[src/rtl/add_sub_8.sv]
// Registered 8-bit two's-complement adder/subtractor with exact WIDTH+1 result and raw carry-out.
// Optional registered signed-overflow flag oOvf when ADD_SUB_OVF_FLAG_EN is defined.
module add_sub_8 #(
    parameter int WIDTH = 8
) (
    input  logic             iClk,
    input  logic             iRst_n,
    input  logic             iSA,
    input  logic [WIDTH-1:0] iData_a,
    input  logic [WIDTH-1:0] iData_b,
    output logic [WIDTH:0]   oData,
    output logic             oData_C
`ifdef ADD_SUB_OVF_FLAG_EN
    ,
    output logic             oOvf
`endif
);

    logic [WIDTH-1:0] b_cond;
    logic [WIDTH-1:0] sum;
    logic [WIDTH:0]   carry;
    logic             msb_ext;

    // Ripple chain; subtract is a + ~b + 1 via carry-in.
    always_comb begin
        b_cond   = iSA ? ~iData_b : iData_b;
        carry    = '0;
        sum      = '0;
        carry[0] = iSA;
        for (int unsigned i = 0; i < WIDTH; i++) begin
            sum[i]     = iData_a[i] ^ b_cond[i] ^ carry[i];
            carry[i+1] = (iData_a[i] & b_cond[i]) | (carry[i] & (iData_a[i] ^ b_cond[i]));
        end
        // Extra result bit is the sum bit of the sign-extended operands.
        msb_ext = iData_a[WIDTH-1] ^ b_cond[WIDTH-1] ^ carry[WIDTH];
    end

    always_ff @(posedge iClk or negedge iRst_n) begin
        if (!iRst_n) begin
            oData   <= '0;
            oData_C <= 1'b0;
        end else begin
            oData   <= {msb_ext, sum};
            oData_C <= carry[WIDTH];
        end
    end

`ifdef ADD_SUB_OVF_FLAG_EN
    always_ff @(posedge iClk or negedge iRst_n) begin
        if (!iRst_n) begin
            oOvf <= 1'b0;
        end else begin
            oOvf <= carry[WIDTH] ^ carry[WIDTH-1];
        end
    end
`endif

endmodule

[config.mk]
export PLATFORM = sky130hd
export DESIGN_NAME = add_sub_8
export DESIGN_NICKNAME = d
export VERILOG_FILES = /design/src/rtl/add_sub_8.sv
export SDC_FILE = /design/constraint.sdc
export NUM_CORES = 1
export LEC_CHECK = 0
export ABC_AREA = 1
export CAP_MARGIN = 25
export CORE_MARGIN = 3
export CORE_UTILIZATION = 35
export CTS_BUF_LIST = sky130_fd_sc_hd__clkbuf_8 sky130_fd_sc_hd__clkbuf_16
export CTS_CLUSTER_SIZE = 12
export DETAILED_ROUTE_END_ITERATION = 7
export GPL_ROUTABILITY_DRIVEN = 0
export PLACE_DENSITY_LB_ADDON = 0.3
export SKIP_LAST_GASP = 1
export SYNTH_ARGS = -nofsm -noshare
export SYNTH_HDL_FRONTEND = slang
export SYNTH_SLANG_ARGS = --single-unit
[constraint.sdc]
create_clock -name iClk -period 0.8 [get_ports iClk]
set_input_delay 0.2 -clock iClk [delete_from_list [all_inputs] [get_ports iClk]]
set_output_delay 0.2 -clock iClk [all_outputs]
set_load 0.01 [all_outputs]
==> metrics.cfg <==
[timing]
min_period_ps=3000
final_hold_viol_count=0
fin_crit_sh_pct=375
worst_slew_pin_slew_ps=181
setup_ws_ps=-2200
whs_ps=197
setup_viol=20
slew_viol_final=0
tns_ps=-15720
max_slew_margin_pct=87.9
max_freq_ghz=0.333
rsz0062_at_grt=true

[min_path]
holdPathStages=3
worstHoldStart=iData_a[0]
worstHoldPathType=in -> reg

[logic_synthesis]
synth_nets=95
synth-xor-area-share_pct=0
yosys.area.top_type_share_pct=41.3
yosysUniqueCellTypes=6
synth_edf_count=0
synth_area_per_cell_um2=8.91
synth_fa_ha_area_share_pct=26.4
netlist_top_cells_count=nand2_1, inv_1, dfrtp_1, fa_1
synthMuxAreaShare_pct=0
yosys.area_share.simple_pct=16.1
ys_warn_count=0
synth_area_um2=606
synth_top_area_cell=dfrtp_1
synth_flop_cell=dfrtp_1
synthArstFlopShare_pct=100
ys_ff_latch=10
yosysMostFrequentCell=nand2_1
synth_top_family_by_area=adder cells
synth_compound_area_share_pct=0
synth_cells=68
synth.area.top_cells=dfrtp_1, fa_1, nand2_1
yosysSeqAreaShare_pct=41.3

[setup_path]
max_stage_delay_ps=410
arrival_ps=3100
critPathMaxFanout=3
critPathKind=in -> reg
cp_common_cell=fa_2
crit_path_start_kind=input port
worstPathRequired_ps=900
cp-startpoint=iSA
end_kind=flop
endpoint=oData[7]
crit_chain=buf_8 > inv_6 > nand2_2 > nand2_2 > fa_2 > fa_2 > fa_2 > fa_2 > fa_2 > fa_2 > inv_2 > fa_1
worst_path_max_delay_cell=fa_2

[cts]
htreeDepth=1
cts-root-buf=clkbuf_8
clock_sinks=10
cts_tree=built
cts_hold_buf=0
path_clk_slew_ps=50
cts_buffer_depth=2
cts_buffers=3

[power_and_ir_drop]
finalPower_mw=1.95
leakagePower_nw=0.648
irDropWorstVdd_uv=779
powerDensity_nw_per_um2=1660

[placement]
placed_area_um2=952
port_buffers=28
pre_cts_ws_ps=-2910
hpwlAfterDp_um=964
dp.cells=114

[die]
fp.coreArea_um2=1560
fp.dieArea_um2=2270
num_rows=14
num_io_pins=29
start_util_pct=38.8
dieHeight_um=47.6
die_w_um=47.6

[grt]
grt_pass1_vias=680
grt_pass1_wl_um=3140
grt_max_degree=11
antenna_found_initial=0
overflow=0
grt_util_all_layers_pct=21.4

[cells_and_area]
stdcell_area_um2=1170
drive_gt1_share_pct=55.1
insertedDiodeCount=0
final_cells=143
post-route-util_pct=75.3
area_growth_pct=93.8
nets=155

[outcome]
violations=negative setup slack
status=finished with violations

[detailed_routing]
drt_iter0_markers=9
drc=0
ant_nets=0
routed_via_density=4.38
wl_per_cell_um=13.2
wl_um=1890
dr.pass1.iters=4
vias=626

[flow_run]
cap_violations=0

routing by layer:
metal  up-vias  global-route usage, %  share of wire, %
met3         4                   5.26               5.0
met4         0                   16.1               2.3
li1        298                      -                 -
met2        25                   35.3                52
met5         -                      0                 0
met1       299                   23.5                41
how the worst min path moves through the flow:
| stage | to | slack [ps] |
|---|---|---|
| 2_1_floorplan | oData[0] | -100 |
| 3_3_place_gp | oData[8] | 530 |
| 3_5_place_dp | oData[8] | 530 |
| 4_1_cts | oData[0] | 170 |
| 5_1_grt | oData[0] | 200 |
| 6_report | oData[0] | 200 |
state kept, by name (all words and copies together) (netlist names):
signal / cells
oData: 9
oData_C: 1
logic make-up (layout without fill, tap and decap cells):
| family | Yosys count | in the layout |
|---|---|---|
| and+or+nand+nor | 26 | 26 |
| buffers and inverters | 24 | 83 |
| DFF | 10 | 10 |
| adders and majority gates | 8 | 8 |
cell usage in the layout (no fill, tap or decap), types with 4 or more instances in the layout:
master | Yosys | layout
buf_4 | 0 | 27
nand2_1 | 26 | 18
inv_1 | 22 | 15
clkdlybuf4s50_1 | 0 | 12
buf_2 | 0 | 10
dfrtp_1 | 10 | 10
nand2_2 | 0 | 8
inv_2 | 1 | 7
fa_2 | 0 | 7
clkbuf_8 | 0 | 4
buf_6 | 1 | 4
timing repair:
| item | 4_1_cts | 5_1_grt |
|---|---|---|
| pin swaps | 11 | 9 |
| resized for setup | 74 | 8 |
| buffers inserted | 28 | 0 |
| setup endpoints to repair | 19 | 20 |
critical path, delay by kind of cell:
family / cells / cell delay, ps
fa+ha+maj: 7 / 2590
buf+inv: 3 / 190
simple gates: 2 / 110
area by class of cell:
class / count / area (µm²)
flip-flops and latches: 10 / 250
inverters: 23 / 91.3
well taps: 16 / 20.0
clock buffers: 4 / 55.1
repair buffers: 56 / 462
fillers: 107 / 385
multi-input cells: 34 / 295
where the power goes:
group | internal (mW) | switching [mW]
clock | 0.432 | 0.193
combinational | 0.371 | 0.323
sequential | 0.607 | 0.0225
total | 1.41 | 0.538
Note: power is estimated with default switching activity, not from simulation.
==> patch 1: new RTL, same settings <==
Add a define of `ADD_SUB_OVF_FLAG_EN`.
--- a/src/rtl/add_sub_8.sv
+++ b/src/rtl/add_sub_8.sv
@@ -2,2 +2,4 @@
 // Optional registered signed-overflow flag oOvf when ADD_SUB_OVF_FLAG_EN is defined.
+`define ADD_SUB_OVF_FLAG_EN
+
 module add_sub_8 #(
Function (old outputs only; new: oOvf): kept (Yosys induction, for registers that start in step).
==> patch 1 against the original RTL <==
The run still ends with setup timing left; synthesized area increased by 9.7%; worst setup slack got worse by 0.020 ns; sequential cell count increased by 1; cell count decreased by 0.70%; routed wire length decreased by 30%; synthesized cell count increased by 15%; largest power group is now sequential cells; total power decreased by 6.1%; highest routed layer unchanged; critical endpoint unchanged; final area decreased by 6.8%; sequential share of layout area increased by 3.8 points.
==> patch 1: results (changes against the original RTL) <==
Num CTS Buffers 3 (unchanged); Antenna diodes 0 (unchanged); share of post-route cells with drive strength above 1 43.6% (-12 points); sequential power 687 uW (+9.0%); failing checks setup timing; largest net degree at the start of global routing 12 (+1); drt first pass iters 3 (-1); Worst Hold Class in -> reg; critical path peak fanout 3 (unchanged); Final TNS setup -15.47 ns (+0.254 ns); first-pass GRT wire length 2.04 mm (-35%); Int Pwr 1.31 mW (-7.1%); VDD IR-drop max 0.636 mV (-18%); PortBufs 29 (+3.6%); GRT Total Usage 11.9% (-9.5 points); Total Nets Final 145 (-6.5%); run status complete, but fails checks; Final WS setup -2.22 ns (-0.0205 ns); Setup Slack @ Placement -3.06 ns (-0.145 ns); Largest regs oData x9, oData_C x1, oOvf x1; initial antenna violation count 0 (unchanged); Async S/R FF share, synth 100% (unchanged); DP Wirelength 1.02 mm (+5.3%); register clock-pin slew on the reported worst setup and hold paths 0.05 ns (about the same); worst-margin pin slew 0.113 ns (-0.0681 ns); commonest cells in the netlist nand2_1 (32), inv_1 (25), dfrtp_1 (11); Leak 0.606 nW (-6.5%); Via density 3.75 (-14%); largest cells by area after synthesis dfrtp_1 (41%), fa_1 (24%), nand2_1 (18%); Unique masters post-synth 6 (unchanged); Critical Path AT 3.15 ns (+0.05 ns); clock tree buffer depth 2 (unchanged); syn nets 105 (+11%); Top FF cell, synth dfrtp_1; setup violators final 21 (+5.0%); H-tree depth 1 (unchanged); Gate power share 33.6% (-2.0 points); max reg flops 9 (unchanged); Synth Warn # 0 (unchanged); sequential share of the synthesized area 41.4% (+0.11 points); vias in the first global route 487 (-28%); Root Buffer clkbuf_8; Routed WL per cell 9.30 um (-30%); DRT iter0 DRCs 3 (-6)
==> patch 1: worst paths after layout <==
path	startpoint	end	slack [ns]	cells after the start
min in group asynchronous	iRst_n	oData_C	0.29	2
max in group asynchronous	iRst_n	oData[5]	0.41	2
setup / recovery	iSA	oData[7]	-2.22	12
hold / removal	iData_a[0]	oData[0]	0.18	3
==> patch 1: cell families after synthesis <==
| logic type | Yosys count | synth area share (%) |
|---|---|---|
| adder cells (fa/ha/maj) | 8 | 24.1 |
| AND/OR/NAND/NOR | 32 | 18.1 |
| flip-flops | 11 | 41.4 |
| buffers and inverters | 27 | 16.4 |
==> patch 1: metrics by stage <==
stage          instances  instance area, um^2  power (mW)
2_1_floorplan         78                  703       0.996
3_3_place_gp         136                 1050        1.36
3_5_place_dp         136                 1050        1.37
4_1_cts              142                 1080        1.83
5_1_grt              142                 1090        1.95
6_report             142                 1090        1.83
==> patch 1: final cells by class <==
type                       instances  area (um^2)
clock inverter                     1         3.75
inverter                          26          108
fill                             162          671
multi-input combinational         40          328
tap                               25         31.3
timing repair buffer              36          307
sequential                        11          275
clock buffer                       3         41.3
==> patch 1: timing repair <==
action                                  in CTS  in global routing
endpoints found under the setup margin      22                 21
resized for setup                           82                  6
buffers inserted                             2                  0
cloned                                       0                  0
pin swaps                                   11                 11
==> patch 1: routing by layer <==
metal / wire, um / vias to the layer above / track usage, %
li1: - / 287 / -
met1: 504 / 226 / 11.4
met2: 710 / 17 / 20.0
met3: 81 / 3 / 4.23
met4: 25 / 0 / 9.68
met5: 0 / - / 0
==> patch 1: critical path, cell delays in order <==
cell and delay, ns:
buf_8 0.09, inv_8 0.03, nand2_2 0.04, nand2_2 0.05, fa_2 0.36, fa_2 0.35
fa_2 0.35, fa_2 0.35, fa_2 0.37, fa_2 0.40, fa_2 0.53, inv_1 0.03
==> patch 2: new RTL, config.mk and constraints unchanged <==
Without the edit above. `oData` no longer has a reset.
--- a/src/rtl/add_sub_8.sv
+++ b/src/rtl/add_sub_8.sv
@@ -39,8 +39,10 @@
         if (!iRst_n) begin
-            oData   <= '0;
             oData_C <= 1'b0;
         end else begin
-            oData   <= {msb_ext, sum};
             oData_C <= carry[WIDTH];
         end
+    end
+
+    always_ff @(posedge iClk) begin
+        oData <= {msb_ext, sum};
     end
Behaviour: not the same (Yosys sat finds a counterexample within 4 cycles, from zero or initial values and one cycle with iRst_n low).
==> patch 2 against the original RTL <==
The run still ends with setup timing left; cell count did not move; non-clock buffer count rose by 1; critical path type unchanged; sequential cell count did not move; sequential power barely moved; combinational power fell by 8.4%; routed wire length rose by 1.7%; synthesized area fell by 7.4%; critical path depth fell by 2; final area fell by 3.8%; worst setup slack improved by 0.080 ns; total power fell by 1.8%; count of clock-buffer cells in the layout did not move.
==> patch 2: results (changes against the original RTL) <==
run status complete, but fails checks; failing checks setup timing; DRC 0 (unchanged); Via density 4.41 (+0.80%); Cells after DPL 114 (unchanged); Leak 0.624 nW (-3.6%); largest cells by area after synthesis dfxtp_1 (32%), fa_1 (29%), nand2_1 (17%); clock tree buffer depth 2 (unchanged); DRT iter0 DRCs 3 (-6); sequential share of the synthesized area 36.6% (-4.7 points); Synth Warn # 0 (unchanged); Unique masters post-synth 7 (+1); vias in the first global route 656 (-3.5%); drt first pass iters 4 (unchanged); syn_area_per_cell 8.24 um^2 (-7.4%); initial antenna violation count 0 (unchanged); DP Wirelength 961 um (-0.32%); VDD IR-drop max 1.08 mV (+38%); CORE AREA 0.00140 mm^2 (-10%); busiest layer in global routing met2; slew margin rel. 89.2% (+1.3 points); Final WS setup -2.12 ns (+0.0801 ns); Async S/R FF share, synth 10.0% (-90 points); placed cell area 901 um^2 (-5.4%); critical path peak fanout 2 (-1); metal3 WL 104 um (+11%); Antenna diodes 0 (unchanged); Total Nets Final 156 (+0.65%); GR Util met1 23.9% (+0.43 points); Crit path max-delay family adder cells; met3 global-route usage 7.11% (+1.9 points); Worst Hold Class in -> async; M2 GR Usage 34.3% (-0.95 points); Top FF cell, synth dfxtp_1; first-pass GRT wire length 3.02 mm (-3.7%); GRT Total Usage 21.1% (-0.28 points); share of post-route cells with drive strength above 1 53.1% (-2.0 points); register clock-pin slew on the reported worst setup and hold paths 0.05 ns (about the same); MaxCap Viol Count 0 (unchanged); Root Buffer clkbuf_8; commonest cells in the netlist nand2_1 (26), inv_1 (22), dfxtp_1 (9); Largest regs oData x9, oData_C x1; met1 WL 753 um (-3.2%); setup violators final 20 (unchanged); Max Used Layer met4; Routed WL per cell 13.5 um (+1.7%); WL met2 1.02 mm (+4.7%); Critical Path AT 3.03 ns (-0.07 ns); largest net degree at the start of global routing 7 (-4)
==> patch 2: cell count changes after synthesis, sizes merged <==
cell   before  now
dfrtp      10    1
dfxtp       0    9
==> patch 2: worst paths after layout <==
check	startpoint	endpoint	slack (ns)	depth (start not counted)
min in group iClk	iData_a[0]	oData[0]	0.19	3
min	iRst_n	oData_C	0.10	1
max	iData_a[1]	oData[7]	-2.12	10
max in group asynchronous	iRst_n	oData_C	0.60	1
==> patch 2: where the power goes <==
part / total [mW] / switching [mW] / internal [mW] / leakage [nW]
registers: 0.629 / 0.0232 / 0.605 / 0.0876
clock network: 0.648 / 0.214 / 0.434 / 0.0288
logic: 0.636 / 0.295 / 0.341 / 0.508
total: 1.91 / 0.532 / 1.38 / 0.624
==> patch 2: kinds of logic (layout without fill, tap and decap cells) <==
logic type	after synthesis	after routing	synth area share (%)
DFF	10	10	36.6
adders and majority gates	8	8	28.6
buffers and inverters	24	84	17.4
and+or+nand+nor	26	26	17.4
==> patch 2: cell type report <==
| cell class | count | area, um^2 |
|---|---|---|
| timing repair buffer | 57 | 460 |
| multi-input combinational | 34 | 295 |
| fill | 80 | 270 |
| sequential | 10 | 205 |
| inverter | 23 | 93.8 |
| clock buffer | 4 | 55.1 |
| tap | 15 | 18.8 |
==> patch 2: stage by stage <==
step | setup WS [ns] | utilization (%) | setup TNS, ns
2_1_floorplan | -2.29 | - | -13.42
5_1_grt | -2.15 | 80.7 | -15.05
3_5_place_dp | -2.91 | 64.4 | -21.06
4_1_cts | -2.26 | 80.0 | -15.43
6_report | -2.12 | 80.7 | -14.51
3_3_place_gp | -2.85 | 64.4 | -20.61
==> patch 2: timing repair <==
item                                    CTS  global route
pin swaps                                11            10
cloned                                    0             0
gates resized for setup                  71             9
endpoints found under the hold margin     0             0
setup buffers                            27             1
endpoints found under the setup margin   19            20
